`config.mk`:
```
export PLATFORM = sky130hd
export DESIGN_NAME = seg7_scan_driver
export DESIGN_NICKNAME = d
export VERILOG_FILES = /design/src/rtl/seg7_pkg.sv /design/src/rtl/bcd_to_seg7.sv /design/src/rtl/seg7_scan_driver.sv
export SDC_FILE = /design/constraint.sdc
export NUM_CORES = 1
export LEC_CHECK = 0
export ABC_AREA = 0
export ABC_CLOCK_PERIOD_IN_PS = 4520
export CAP_MARGIN = 0
export CORE_UTILIZATION = 50
export CTS_CLUSTER_SIZE = 10
export DETAILED_ROUTE_END_ITERATION = 12
export GPL_TIMING_DRIVEN = 1
export PLACE_DENSITY = 0.85
export SETUP_SLACK_MARGIN = 0.05
export SLEW_MARGIN = 20
export SYNTH_ARGS = -nofsm -noshare
export SYNTH_HDL_FRONTEND = slang
export SYNTH_SLANG_ARGS = --single-unit
```
`constraint.sdc`:
```
create_clock -name clk -period 4.52 [get_ports clk]
set_input_delay 1.356 -clock clk [delete_from_list [all_inputs] [get_ports clk]]
set_output_delay 1.356 -clock clk [all_outputs]
set_load 0.02 [all_outputs]
```
`src/rtl/seg7_pkg.sv`:
```
// Shared 7-segment pattern constants (active-high, {g,f,e,d,c,b,a})
// and the output polarity helper.
package seg7_pkg;

  localparam logic [6:0] SEG_0    = 7'h3F;
  localparam logic [6:0] SEG_1    = 7'h06;
  localparam logic [6:0] SEG_2    = 7'h5B;
  localparam logic [6:0] SEG_3    = 7'h4F;
  localparam logic [6:0] SEG_4    = 7'h66;
  localparam logic [6:0] SEG_5    = 7'h6D;
  localparam logic [6:0] SEG_6    = 7'h7D;
  localparam logic [6:0] SEG_7    = 7'h07;
  localparam logic [6:0] SEG_8    = 7'h7F;
  localparam logic [6:0] SEG_9    = 7'h6F;
  localparam logic [6:0] SEG_DASH = 7'h40;
  localparam logic [6:0] SEG_OFF  = 7'h00;

  function automatic logic [6:0] seg_polarity(input logic [6:0] pat, input bit active_low);
    return active_low ? ~pat : pat;
  endfunction

endpackage

```
`src/rtl/bcd_to_seg7.sv`:
```
// Combinational BCD to active-high 7-segment decoder; codes above 9 show a dash.
module bcd_to_seg7
  import seg7_pkg::*;
(
  input  logic [3:0] code,
  output logic [6:0] seg
);

  always_comb begin
    seg = SEG_DASH;
    case (code)
      4'd0:    seg = SEG_0;
      4'd1:    seg = SEG_1;
      4'd2:    seg = SEG_2;
      4'd3:    seg = SEG_3;
      4'd4:    seg = SEG_4;
      4'd5:    seg = SEG_5;
      4'd6:    seg = SEG_6;
      4'd7:    seg = SEG_7;
      4'd8:    seg = SEG_8;
      4'd9:    seg = SEG_9;
      default: seg = SEG_DASH;
    endcase
  end

endmodule

```
`src/rtl/seg7_scan_driver.sv`:
```
// Time-multiplexed 7-segment scan driver with frame-coherent shadow latch,
// per-slot dead cycle, leading-zero blanking and registered pin outputs.
module seg7_scan_driver
  import seg7_pkg::*;
#(
  parameter int unsigned NUM_DIGITS     = 4,
  parameter int unsigned SCAN_DIV       = 4,
  parameter bit          SEG_ACTIVE_LOW = 1'b1,
  parameter bit          BLANK_LEADING  = 1'b1
) (
  input  logic                    clk,
  input  logic                    rst,
  input  logic                    en,
  input  logic [4*NUM_DIGITS-1:0] digits_in,
  input  logic [NUM_DIGITS-1:0]   dp_in,
  output logic [6:0]              seg,
  output logic                    dp,
  output logic [NUM_DIGITS-1:0]   an,
  output logic                    frame_start
);

  localparam int unsigned PW = $clog2(SCAN_DIV);
  localparam int unsigned IW = $clog2(NUM_DIGITS);

  localparam logic [PW-1:0]         PRESC_LAST = PW'(SCAN_DIV - 1);
  localparam logic [IW-1:0]         IDX_LAST   = IW'(NUM_DIGITS - 1);
  localparam logic [NUM_DIGITS-1:0] AN_IDLE    = {NUM_DIGITS{SEG_ACTIVE_LOW}};
  localparam logic [6:0]            SEG_IDLE   = seg_polarity(SEG_OFF, SEG_ACTIVE_LOW);
  localparam logic                  DP_IDLE    = SEG_ACTIVE_LOW;

  logic [PW-1:0]           presc_q, presc_d;
  logic [IW-1:0]           idx_q, idx_d;
  logic [4*NUM_DIGITS-1:0] shadow_dig_q, shadow_dig_d;
  logic [NUM_DIGITS-1:0]   shadow_dp_q, shadow_dp_d;
  logic [NUM_DIGITS-1:0]   an_q, an_d;
  logic [6:0]              seg_q, seg_d;
  logic                    dp_q, dp_d;

  logic                    tick;
  logic                    frame_load;
  logic [NUM_DIGITS-1:0]   blank;
  logic                    zero_run;
  logic [3:0]              cur_code;
  logic                    cur_dp;
  logic                    cur_blank;
  logic [NUM_DIGITS-1:0]   an_sel;
  logic [6:0]              cur_pat;
  logic [NUM_DIGITS-1:0]   an_hi;
  logic [6:0]              seg_hi;
  logic                    dp_hi;

  // Scan counter and frame-boundary shadow load
  always_comb begin
    tick         = en && (presc_q == PRESC_LAST);
    frame_load   = tick && (idx_q == IDX_LAST);
    presc_d      = presc_q;
    idx_d        = idx_q;
    shadow_dig_d = shadow_dig_q;
    shadow_dp_d  = shadow_dp_q;
    if (en) begin
      presc_d = tick ? '0 : presc_q + PW'(1);
    end
    if (tick) begin
      idx_d = (idx_q == IDX_LAST) ? '0 : idx_q + IW'(1);
    end
    if (frame_load) begin
      shadow_dig_d = digits_in;
      shadow_dp_d  = dp_in;
    end
  end

  assign frame_start = frame_load;

  // Blanking walks down from the top digit; a set dp ends the zero run
  always_comb begin
    zero_run = 1'b1;
    blank    = '0;
    for (int unsigned k = 0; k < NUM_DIGITS - 1; k++) begin
      zero_run = zero_run
                 && (shadow_dig_q[4*(NUM_DIGITS-1-k) +: 4] == 4'd0)
                 && !shadow_dp_q[NUM_DIGITS-1-k];
      blank[NUM_DIGITS-1-k] = BLANK_LEADING && zero_run;
    end
  end

  always_comb begin
    cur_code  = '0;
    cur_dp    = 1'b0;
    cur_blank = 1'b0;
    an_sel    = '0;
    for (int unsigned i = 0; i < NUM_DIGITS; i++) begin
      if (idx_q == IW'(i)) begin
        cur_code  = shadow_dig_q[4*i +: 4];
        cur_dp    = shadow_dp_q[i];
        cur_blank = blank[i];
        an_sel[i] = 1'b1;
      end
    end
  end

  bcd_to_seg7 u_dec (
    .code (cur_code),
    .seg  (cur_pat)
  );

  always_comb begin
    an_hi  = '0;
    seg_hi = SEG_OFF;
    dp_hi  = 1'b0;
    if (en && (presc_q != '0)) begin
      an_hi  = an_sel;
      seg_hi = cur_blank ? SEG_OFF : cur_pat;
      dp_hi  = cur_dp;
    end
    an_d  = SEG_ACTIVE_LOW ? ~an_hi : an_hi;
    seg_d = seg_polarity(seg_hi, SEG_ACTIVE_LOW);
    dp_d  = dp_hi ^ SEG_ACTIVE_LOW;
  end

  always_ff @(posedge clk or negedge rst) begin
    if (!rst) begin
      presc_q      <= '0;
      idx_q        <= '0;
      shadow_dig_q <= '0;
      shadow_dp_q  <= '0;
      an_q         <= AN_IDLE;
      seg_q        <= SEG_IDLE;
      dp_q         <= DP_IDLE;
    end else begin
      presc_q      <= presc_d;
      idx_q        <= idx_d;
      shadow_dig_q <= shadow_dig_d;
      shadow_dp_q  <= shadow_dp_d;
      an_q         <= an_d;
      seg_q        <= seg_d;
      dp_q         <= dp_d;
    end
  end

  assign an  = an_q;
  assign seg = seg_q;
  assign dp  = dp_q;

endmodule

```
# Yosys cells after proc, flatten, opt, wreduce, memory -nomap -nowiden
# Memory sizes are Yosys's and may differ from the RTL's.
# Cells that the tools add are included.
dict set report totals {
  reg_bits 36
  romBits 112
  in_bits 23
  elab_cells 54
  n_memories 1
}
dict set report classes {
  n_addsub 2
  n_eq_ne 4
  muxes 21
  bitwise 3
  n_reduce_logical 16
}
# memory words width rd rd_ports_with_merged_regs write_ports line
set memory_table {}
lappend memory_table {{(no name shown)} 16 7 1 0 0 bcd_to_seg7.sv:11} ;# case (code)
# cell count
set op_table {}
lappend op_table {{$mux W4} 5}
lappend op_table {{$mux W7} 2}
lappend op_table {{$logic_not A4 Y1} 3}
lappend op_table {{$mux W1} 12}
lappend op_table {{$logic_and A1 B1 Y1} 8}
lappend op_table {{$not A7 Y7} 1}
lappend op_table {{$eq A2 B2 Y1 const B} 3}
lappend op_table {{$add A2 B1 Y2 const B} 2}
lappend op_table {{$mux W2} 2}
lappend op_table {{$not A4 Y4} 1}
lappend op_table {{$logic_not A1 Y1} 3}
lappend op_table {{$eq A2 B1 Y1 const B} 1}
lappend op_table {{$logic_not A2 Y1} 1}
lappend op_table {{$reduce_bool A2 Y1} 1}
lappend op_table {{$not A1 Y1} 1}

# Longest topological paths before layout
dict set report logic_depth {
  word_depth 12
  depth_mapped 10
}

# Hierarchy
# From an unflattened synthesis, not the netlist that was laid out.
dict set report unflattened {
  cells_unflattened 185
  area_unflattened_um2 2085.8
}
# mod n_inst cells_each area_per_inst_um2 seq_area_each_um2
set by_module_without_submodules {}
lappend by_module_without_submodules {seg7_scan_driver 1 156 1860.5 915.9}
lappend by_module_without_submodules {bcd_to_seg7 1 29 225.2 0.0}

# Worst setup path after synthesis
# Ideal clock, no wire load.
dict set report synth_path {
  path_kind {in2out}
  start {input en}
  end {output frame_start}
  arrival_ps 1793
  setup_slack_ps 1371
  path_stages 3
  n_path_buf 1
  cell_sequence {nand3_1 -> buf_2 -> inv_1}
}
dict set report synth_via {
  elab_chain_cells 2
}
# item line
set synth_lines {}
lappend synth_lines {{start: declaration} seg7_scan_driver.sv:13} ;# input logic en,
lappend synth_lines {{$logic_and A1 B1 Y1} seg7_scan_driver.sv:54} ;# tick = en && (presc_q == PRESC_LAST);
lappend synth_lines {{$logic_and A1 B1 Y1} seg7_scan_driver.sv:55} ;# frame_load = tick && (idx_q == IDX_LAST);
lappend synth_lines {{end: declaration} seg7_scan_driver.sv:19} ;# output logic frame_start
# Every way passes these cells.

# Final worst setup path
# Ends and elaborated chain as after synthesis.

==> results.txt <==
Status -> finished, final reports clean
Worst Skew -> 0.00975 ns
Syn avg cell area -> 11.8 µm²
Sw power -> 0.584 mW
Vias per Instance -> 5.40
Layout cells sized above 1 -> 0.228
Clock power frac -> 0.109
GP Congestion -> 0.779
Tcrit/Tclk final -> 0.917
Number of I/O port buffers -> 35
Detailed-route via count -> 1268
CTS Buf Count -> 5
Core area -> 3360 µm²
Initial DRC count -> 18
Slew Limit Fails -> 0
Yosys warning count -> 0
Netlist cell types -> 32
Seq pwr share -> 0.389
Total congestion overflow -> 0
Total of max-cap violations -> 0
# DRC -> 0
Sw frac -> 0.399
Worst slew pin tran -> 0.951 ns
Pwr per Cell Area -> 666 nW/µm²
Clock Latency Late Sink -> 0.34 ns
Die footprint -> 3770 µm²
TNS Setup -> 0 ns
Initial core utilization -> 0.525
Comb pwr share -> 0.503
Synth-to-Final Area Change -> 24.8%
Maximum root-to-sink buffer count -> 2
ANT nets after route -> 0
Crit start category -> input pin
CTS tree -> yes
Critical Path RT -> 3.16 ns
Setup Buffers After CTS -> 0
Drt pass-1 iters -> 4
Cells after Synth -> 150
First-pass GRT wire length -> 5520 µm
Yosys reg bits -> 36
Worst Setup Path Type -> in2out
Worst Path Arrival -> 2.79 ns
Routed len/inst -> 14.1 µm
Relative slew slack -> 0.363
Final Util -> 0.654
Sequential fraction of the synthesis area -> 0.519
# nets final -> 222
Critical path peak fanout -> 7
CP endpoint kind -> primary output
H-Tree Depth -> 2
N_diodes -> 0
Largest net degree at the start of global routing -> 37
Min-Delay Path Class -> reg2reg
Final hold vios -> 0
# fillers -> 290
Max frequency -> 241 MHz
I/O pins -> 36
Post-Route WL -> 3320 µm
Initial antenna violation count -> 0
Final setup vio count -> 0
Clock Sinks -> 36
Worst vdd ir -> 0.291 mV
Clock root buffer -> clkbuf_4
Gr usage total -> 0.214
Syn Nets -> 184
Clock-pin slew on the worst setup and hold paths -> 0.10 ns
Hold_buf cts -> 0
Die W -> 61.4 µm
RSZ-0062 raised after global routing -> false
Cell-internal power -> 0.882 mW
Die H -> 61.4 µm
Detail Placement HPWL -> 2470 µm
Post-layout min period -> 4.15 ns
Vias in the first global route -> 1218
Leak -> 1.01 nW
Row Count -> 21
Syn Std Cell Area -> 1760 µm²
Post-cts gate resize count -> 0
==> cells in the mapped netlist <==
cell	n	area, µm²
o31ai_1	4	30.0
inv_1	11	41.3
nand3_1	2	10.0
dfrtp_1	24	601
a31oi_1	2	12.5
a21oi_1	6	30.0
a211o_1	1	8.76
mux2_2	21	236
buf_6	1	11.3
or4_1	2	15.0
buf_2	5	25.0
o22ai_1	1	6.26
ha_1	11	138
o221ai_1	2	17.5
o31a_1	2	17.5
nand2_1	12	45.0
a21o_1	2	15.0
a221oi_2	1	15.0
nor3_1	5	25.0
and3_1	2	12.5
o21ai_0	6	30.0
nor3b_1	3	22.5
dfstp_2	12	315
and3b_1	1	8.76
nand3b_1	3	22.5
mux2i_1	1	10.0
o211ai_1	1	7.51
nor4_1	1	6.26
nand2b_1	1	6.26
nor2_1	2	7.51
or3b_2	1	8.76
nor2b_1	1	6.26
==> worst max-delay path, stage by stage <==
cell and delay, ns:
clkdlybuf4s50_1 0.56, nand3_1 0.18, inv_1 0.09, clkdlybuf4s50_1 0.60
==> logic make-up after synthesis <==
logic type	synth area share
compound gates	0.108
fa+ha+maj	0.0780
buf+inv	0.0440
flops	0.519
mux	0.140
simple gates	0.111
==> power groups by stage <==
stage	Clock [mW]	Sequential, mW	Combinational, mW
floorplan	0	0.585	0.511
finish	0.160	0.570	0.737
detailed placement	0	0.576	0.728
global route	0.184	0.586	0.824
CTS	0.166	0.570	0.741
global placement	0	0.570	0.677
==> cells in the final DEF (no fill, tap or decap), drive strengths merged, types with 3 or more instances in the layout <==
cell type      count
clkdlybuf4s50     35
nor3               5
clkbuf             7
nor3b              3
dfstp             12
nand2             12
nand3b             3
mux2              21
o31ai              4
a21oi              6
inv               11
ha                11
o21ai              6
dfrtp             24
==> final cells by class <==
| cell class | count | area, µm² | share of cell area |
|---|---|---|---|
| well taps | 46 | 57.6 | 0.0262 |
| repair buffers | 37 | 365 | 0.166 |
| clock inverters | 1 | 5.00 | 0.00227 |
| inverters | 11 | 41.3 | 0.0188 |
| clock buffers | 7 | 45.0 | 0.0205 |
| multi-input cells | 97 | 771 | 0.350 |
| flip-flops and latches | 36 | 916 | 0.416 |
==> final timing paths <==
check | from | endpoint | slack [ns] | cells after the start
setup / recovery | en | frame_start | 0.37 | 4
hold / removal | shadow_dp_q[0] | shadow_dp_q[0] | 0.53 | 1
setup reg to reg | idx_q[0] | seg[0] | 2.07 | 8
hold reg to reg | shadow_dp_q[0] | shadow_dp_q[0] | 0.53 | 1
max in group asynchronous | rst | seg[1] | 2.76 | 2
min in group asynchronous | rst | shadow_dp_q[0] | 1.42 | 2
==> flip-flops by register name, summed over array words and instances (netlist names) <==
register and cells:
dp 1, shadow_dig_q 16, seg 7, shadow_dp_q 4, idx_q 2, an 4
presc_q 2
==> through the flow <==
step	hold WS (ns)	setup WS (ns)	std cells	total power, mW	instance area (µm²)
after global placement	0.500	0.403	227	1.25	2150
after global routing	0.542	0.286	235	1.59	2200
after detailed placement	0.501	0.390	227	1.30	2150
after floorplan	0.472	1.37	150	1.10	1760
after CTS	0.527	0.387	235	1.48	2200
final	0.526	0.373	235	1.47	2200
==> metal layers <==
metal	wire length, µm	vias to the layer above	global-route usage	part of all wire
met1	1380	607	0.247	0.42
met5	0	-	0	0
met4	80	0	0.105	0.024
li1	-	610	-	-
met3	196	9	0.0840	0.059
met2	1660	42	0.351	0.50
Note: power is estimated with default switching activity, not from simulation.
